`src/rtl/mem_port_arbiter.sv`:
```
// mem_port_arbiter: shares one single-port memory between IF (read-only) and D (read/write) requesters.
// Define ARB_PERF_CNT_EN to add grant and conflict performance counters.
module mem_port_arbiter #(
  parameter int N = 32,
  parameter int MAX_STREAK = 4,
  parameter int TIMEOUT = 16
) (
  input  logic         clk,
  input  logic         rst_n,
  input  logic         if_req,
  input  logic [N-1:0] if_addr,
  output logic [N-1:0] if_rdata,
  output logic         if_ack,
  input  logic         d_req,
  input  logic         d_we,
  input  logic [N-1:0] d_addr,
  input  logic [N-1:0] d_wdata,
  output logic [N-1:0] d_rdata,
  output logic         d_ack,
  output logic         mem_en,
  output logic         mem_we,
  output logic [N-1:0] mem_addr,
  output logic [N-1:0] mem_wdata,
  input  logic [N-1:0] mem_rdata,
  input  logic         mem_valid,
  output logic         stall_if,
  output logic         stall_mem,
`ifdef ARB_PERF_CNT_EN
  output logic [31:0]  perf_grants_if,
  output logic [31:0]  perf_grants_d,
  output logic [31:0]  perf_conflicts,
`endif
  output logic         err
);
  typedef enum logic [1:0] {IDLE, ISSUE, WAIT, RESP} state_t;
  state_t state;
  logic own_d;
  logic [3:0] streak;
  logic [7:0] tcnt;
  logic grant_d;
  logic done;
  // IF only wins a conflict once D has taken MAX_STREAK grants in a row while IF waited
  assign grant_d = d_req & ~(if_req & (streak == 4'(MAX_STREAK)));
  assign done = mem_valid | (tcnt == 8'(TIMEOUT - 1));
  assign stall_if = if_req & ~if_ack;
  assign stall_mem = d_req & ~d_ack;
  always_ff @(posedge clk or negedge rst_n)
    if (!rst_n) begin
      state <= IDLE;
      own_d <= 1'b0;
      streak <= '0;
      tcnt <= '0;
      mem_en <= 1'b0;
      mem_we <= 1'b0;
      mem_addr <= '0;
      mem_wdata <= '0;
      if_ack <= 1'b0;
      d_ack <= 1'b0;
      if_rdata <= '0;
      d_rdata <= '0;
      err <= 1'b0;
    end else begin
      case (state)
        IDLE: if (if_req | d_req) begin
          state <= ISSUE;
          own_d <= grant_d;
          mem_en <= 1'b1;
          mem_we <= grant_d & d_we;
          mem_addr <= grant_d ? d_addr : if_addr;
          mem_wdata <= d_wdata;
          streak <= (grant_d & if_req) ? streak + 4'(streak != 4'(MAX_STREAK)) : '0;
        end
        ISSUE: begin
          state <= WAIT;
          mem_en <= 1'b0;
          tcnt <= '0;
        end
        WAIT: if (done) begin
          state <= RESP;
          if_ack <= ~own_d;
          d_ack <= own_d;
          err <= ~mem_valid;
          if (!own_d) if_rdata <= mem_valid ? mem_rdata : '0;
          else if (!mem_we) d_rdata <= mem_valid ? mem_rdata : '0;
        end else tcnt <= tcnt + 8'd1;
        RESP: begin
          state <= IDLE;
          if_ack <= 1'b0;
          d_ack <= 1'b0;
          err <= 1'b0;
        end
        default: state <= IDLE;
      endcase
    end
`ifdef ARB_PERF_CNT_EN
  always_ff @(posedge clk or negedge rst_n)
    if (!rst_n) begin
      perf_grants_if <= '0;
      perf_grants_d <= '0;
      perf_conflicts <= '0;
    end else if (state == IDLE) begin
      perf_grants_if <= perf_grants_if + 32'(if_req & ~grant_d);
      perf_grants_d <= perf_grants_d + 32'(grant_d);
      perf_conflicts <= perf_conflicts + 32'(if_req & d_req);
    end
`endif
endmodule

```
`config.mk`:
```
export PLATFORM = sky130hd
export DESIGN_NAME = mem_port_arbiter
export DESIGN_NICKNAME = d
export VERILOG_FILES = /design/src/rtl/mem_port_arbiter.sv
export SDC_FILE = /design/constraint.sdc
export NUM_CORES = 1
export LEC_CHECK = 0
export ABC_AREA = 1
export CAP_MARGIN = 15
export CORE_MARGIN = 5
export CORE_UTILIZATION = 30
export DETAILED_ROUTE_END_ITERATION = 7
export GPL_ROUTABILITY_DRIVEN = 0
export SYNTH_ARGS = -nofsm -noshare
export SYNTH_HDL_FRONTEND = slang
export SYNTH_SLANG_ARGS = --single-unit
export TNS_END_PERCENT = 5
```
`constraint.sdc`:
```
create_clock -name clk -period 1.5 [get_ports clk]
set_input_delay 0.375 -clock clk [delete_from_list [all_inputs] [get_ports clk]]
set_output_delay 0.375 -clock clk [all_outputs]
set_load 0.05 [all_outputs]
```
* After elaboration in Yosys (flattened, before gate mapping)
Cells that the tools add are included.
** Word-level totals
- Output and inout port bits :: 135
- Register bits :: 148
- Bits of input ports :: 134
- Word-level logic and storage cells :: 65
** Cells by class
- Reductions and logical operators :: 11
- Muxes and demuxes :: 16
- Bitwise operators :: 14
- Eq/ne operators :: 9
- Add/subtract/negate cells :: 2
** Operators with widths (count)
- $mux W32 :: 2
- $pmux W8 S2 :: 1
- $reduce_and A2 Y1 :: 5
- $add A8 B1 Y8 const B :: 1
- $eq A8 B4 Y1 const B :: 1
- $mux W8 :: 1
- $pmux W1 S2 :: 4
- $pmux W2 S4 :: 1
- $and A1 B1 Y1 :: 6
- $ne A2 B2 Y1 const B :: 3
- $not A1 Y1 :: 6
- $reduce_bool A2 Y1 :: 3
- $add A4 B1 Y4 :: 1
- $eq A2 B2 Y1 const B :: 2
- $eq A4 B3 Y1 const B :: 1
- $mux W1 :: 4
- $mux W2 :: 2
- $mux W4 :: 1
- $ne A4 B3 Y1 const B :: 1
- $reduce_and A4 Y1 :: 1
- $reduce_and A3 Y1 :: 1
- $eq A2 B1 Y1 const B :: 1
- $logic_not A2 Y1 :: 1
- $or A1 B1 Y1 :: 2

* Logic depth before layout (Yosys ltp)
Gate-level depths: netlist of the first run.
- Word-level depth :: 6
- Gate-level depth with buffers :: 10
- Depth with buffers taken out :: 10

* Worst setup path after synthesis of the first run
OpenSTA, ideal clock, no wires.
- Path kind :: register -> output
- Start :: reg if_ack
- End :: out stall_if
- Arrival time :: 1291 ps
- Cell stages (with the launch flop) :: 2
- Buffers on the path :: 0
- Required time :: 1125 ps
- Setup slack :: -166 ps
- Cell sequence :: dfrtp_1 > nor2_1
** Between the ends
- Word-level cells in the longest chain between the ends :: 2
** RTL lines
- from (decl) :: RTL line 13 : output logic if_ack,
- from (signal assigned) :: RTL line 80 : if_ack <= ~own_d;
- $not A1 Y1 :: RTL line 45 : assign stall_if = if_req & ~if_ack;
- $and A1 B1 Y1 :: RTL line 45
- to (decl) :: RTL line 26 : output logic stall_if,
Every way passes these cells.

* Final worst setup path of the first run
- Start :: reg tcnt[0]
- End :: reg if_rdata[9]
** Between the ends
- Word-level cells in the longest chain between the ends :: 3
** RTL lines
- from (decl) :: RTL line 39 : logic [7:0] tcnt;
- from (signal assigned) :: RTL line 85 : end else tcnt <= tcnt + 8'd1;
- $eq A8 B4 Y1 :: RTL line 44 : assign done = mem_valid | (tcnt == 8'(TIMEOUT - 1));
- $or A1 B1 Y1 :: RTL line 44
- $reduce_and A3 Y1 (no line)
- to (signal assigned) :: RTL line 83 : if (!own_d) if_rdata <= mem_valid ? mem_rdata : '0;
- to (decl) :: RTL line 12 : output logic [N-1:0] if_rdata,
Every way passes these cells.
A chain may end at the register's enable or synchronous reset.

==> key figures, run 1 <==
STA
  • PnR worst setup slack: -0.0685 ns
  • WHS: ~0.4 ns
  • RSZ-0062 raised after global routing: yes
  • Clock Skew: 0.00888 ns
  • Fmax: approximately 0.64 GHz
  • Worst-margin pin slew: 0.294 ns
  • Period utilization: 1.05
  • Final hold vios: 0
  • Final worst path period need: about 1.6 ns
  • Setup Viol. Count Final: between 60 and 70
  • Rel. slew slack: 0.804
  • Slew Viols, Final: 0

Cells and area
  • Register Area: 0.00371 sq mm
  • Nets: roughly 1300
  • Multi-input logic area: ~0.0028 sq mm
  • P&R area growth vs syn: 81.1%
  • Fill cell count: ~2000
  • Share of layout cells above drive strength 1: 0.226

Logic synthesis
  • Top cells by area, synth: dfrtp_1 54%, nand2_1 22%, nand4_1 6.3%, inv_1 4.5%, nor2_1 2.5%
  • EDFF count, synth: 0
  • YS warnings: 0
  • Post-Syn Area per Cell: around 7.8 sq um
  • Yosys cell types: 26
  • Register area share after synthesis: 0.537
  • Async set-reset flop share out of synthesis: 1.00
  • Top-area cell type share of the netlist area: 0.537
  • Top-count cell post-synth: nand2_1
  • Syn_nets: between 1000 and 1500
  • Top cells by count, synth: 397 x nand2_1, 148 x dfrtp_1, 83 x inv_1
  • Main synth FF type: dfrtp_1
  • Cell Area, Synth: ~0.0069 sq mm
  • Synth Instances: between 800 and 900
  • FF+latch count, synth: ~150
  • Largest area contributor in the netlist: dfrtp_1

Clock network
  • CTS tree: done
  • H-tree levels: 4
  • Deepest clock path buffer count: 2
  • Reg clk slew, reported paths: 0.06 ns
  • Root Buffer Master: clkbuf_16
  • Num CTS Buffers: 17
  • Clock sinks: between 100 and 150
  • Clk_lat worst skew: around 0.42 ns

Power and ir drop
  • Final Power: 0.0295 W
  • PD cells: around 2400 mW/mm^2
  • Leak Pwr: roughly 6.3 nW
  • Worst vdd ir: between 1000 and 1500 uV

Run status
  • Failing checks: negative setup slack
  • Status: complete, but fails checks

Floorplanning
  • Core footprint: between 0.02 and 0.025 sq mm
  • Top-Level Pins: 269
  • Die height: 162 microns
  • Cell row count: between 50 and 60
  • Die W: 162 microns
  • Initial Utilization: 0.305
  • Die ar.: between 0.02 and 0.03 sq mm

Critical path
  • Worst-path maximum fanout: 8
  • Worst Setup End Kind: flop
  • Critical Path AT: 1.88 ns
  • Slowest CP cell: dfrtp_1
  • Reg2reg path depth: 9
  • CP Cell Sequence: ha_4 -> nand2_4 -> nor2_4 -> nand3_4 -> nand2_8 -> nand3_4 -> clkbuf_16 -> nand2_1 -> nand2_1
  • WP data required: approximately 1.8 ns
  • Flop-to-flop setup slack: -0.07 ns
  • Crit path kind: reg -> reg
  • R2r endpoint: if_rdata[9]
  • Max stage delay on crit path: 0.39 ns
  • Worst setup SP type: flop
  • CP endpoint: if_rdata[9]
  • Reg-to-Reg Start: tcnt[0]
  • Worst Setup SP: tcnt[0]

Flow run
  • Max-cap violation count: 0

Drt
  • First-iteration detailed-routing DRC count: between 300 and 400
  • Vias per inst: roughly 4.6
  • Post-Route WL: roughly 23 mm
  • WL/cell: roughly 16 microns
  • DRC viols: 0
  • Drt first pass iters: 5
  • Via count: 6815
  • Post-route ant nets: 0

Global routing
  • Vias in the first global route: slightly below 7000
  • Largest net degree at the start of global routing: between 50 and 60
  • Initial antenna violation count: 1
  • First-pass GRT wire length: between 30 and 40 mm
  • Grt ovf: 0
  • GR Util All Layers: 0.170

Placement
  • Port Buffers: about 270
  • Post-DP HPWL: ~16 mm

Worst hold path
  • Worst hold path type: in -> async
-- cell usage in the layout, fill, tap and decap left out, drive strengths merged, types with 4 or more instances in the layout --
master | Yosys | layout
nand2 | 399 | 399
buf | 31 | 193
dfrtp | 148 | 148
clkdlybuf4s50 | 0 | 129
inv | 85 | 86
nand4 | 70 | 70
nor2 | 48 | 48
o21ai | 38 | 38
clkbuf | 21 | 22
nand3 | 22 | 22
ha | 9 | 9
clkinv | 1 | 5
clkinvlp | 0 | 4
-- through the flow --
stage          std cells  utilization  cell area (sq um)  setup WS (ns)  TNS (ns)
6_report            1474        0.552              12500        -0.0685     -1.94
5_1_grt             1474        0.552              12500         -0.168     -8.77
4_1_cts             1461        0.540              12200        -0.0710     -1.17
3_5_place_dp        1426        0.511              11600         -0.278    -16.43
3_3_place_gp        1426        0.511              11600         -0.204    -12.38
2_1_floorplan        882            -               6900         -0.166     -1.28
-- report_power, final --
| part | internal (W) | leakage (nW) | switching (W) | total (W) |
|---|---|---|---|---|
| logic | 0.00822 | 4.14 | 0.00957 | 0.0178 |
| registers | 0.00566 | 1.87 | 0.00185 | 0.00751 |
| clock network | 0.00250 | 0.273 | 0.00175 | 0.00424 |
| total | 0.0164 | 6.29 | 0.0132 | 0.0295 |
-- cell families after synthesis --
family,after synthesis,synth area share
DFF,148,0.537
buffers and inverters,138,0.0807
adders and majority gates,9,0.0163
xor gates and xnor gates,4,0.00508
AOI/OAI and AO/OA,41,0.0314
and+or+nand+nor,542,0.330
-- layout make-up --
cell class,count,area share
antenna,1,0.000200
sequential,148,0.296
clock inverter,11,0.0102
tap,285,0.0285
timing repair buffer,327,0.378
clock buffer,20,0.0357
inverter,86,0.0263
multi-input combinational,596,0.225
-- worst min path at each step --
stage / startpoint / endpoint / slack, ns
finish: rst_n / d_rdata[15] / 0.40
global route: rst_n / if_rdata[19] / 0.40
CTS: rst_n / d_rdata[15] / 0.40
detailed placement: rst_n / d_rdata[15] / 0.27
global placement: rst_n / d_rdata[15] / 0.27
floorplan: rst_n / d_ack / 0.08
-- critical path: cells and delay by family (launching register included) --
family	cells	cell delay, ns
AND/OR/NAND/NOR	7	0.67
flip-flops	1	0.39
adder cells (fa/ha/maj)	1	0.17
buffers and inverters	1	0.21
-- state kept, by name (all words and copies together) (netlist names), 2 cells and up --
signal     cells
mem_addr      32
tcnt           8
d_rdata       32
mem_wdata     32
state          2
streak         4
if_rdata      32
-- timing repair --
action	CTS	global route
hold buffers	1	0
resized for setup	17	43
endpoints found under the setup margin	129	115
cloned	0	3
pin swaps	2	7
hold endpoints to repair	23	0
buffers inserted	3	9
-- routing by layer --
metal	GRT usage	routed length (microns)	part of all wire
met5	0	0	0
met4	0.0534	421	0.018
met3	0.0688	2420	0.11
met2	0.270	10600	0.46
met1	0.213	9430	0.41
Power figures use the tool's default switching activity.
==> run 2: changes to the inputs <==
--- a/config.mk
+++ b/config.mk
@@ -6,11 +6,11 @@
 export NUM_CORES = 1
 export LEC_CHECK = 0
 export ABC_AREA = 1
-export CAP_MARGIN = 15
 export CORE_MARGIN = 5
 export CORE_UTILIZATION = 30
 export DETAILED_ROUTE_END_ITERATION = 7
 export GPL_ROUTABILITY_DRIVEN = 0
+export SLEW_MARGIN = 20
 export SYNTH_ARGS = -nofsm -noshare
 export SYNTH_HDL_FRONTEND = slang
 export SYNTH_SLANG_ARGS = --single-unit
==> results of run 2 <==
Final layout, timing and power as in run 1 (identical DEF).
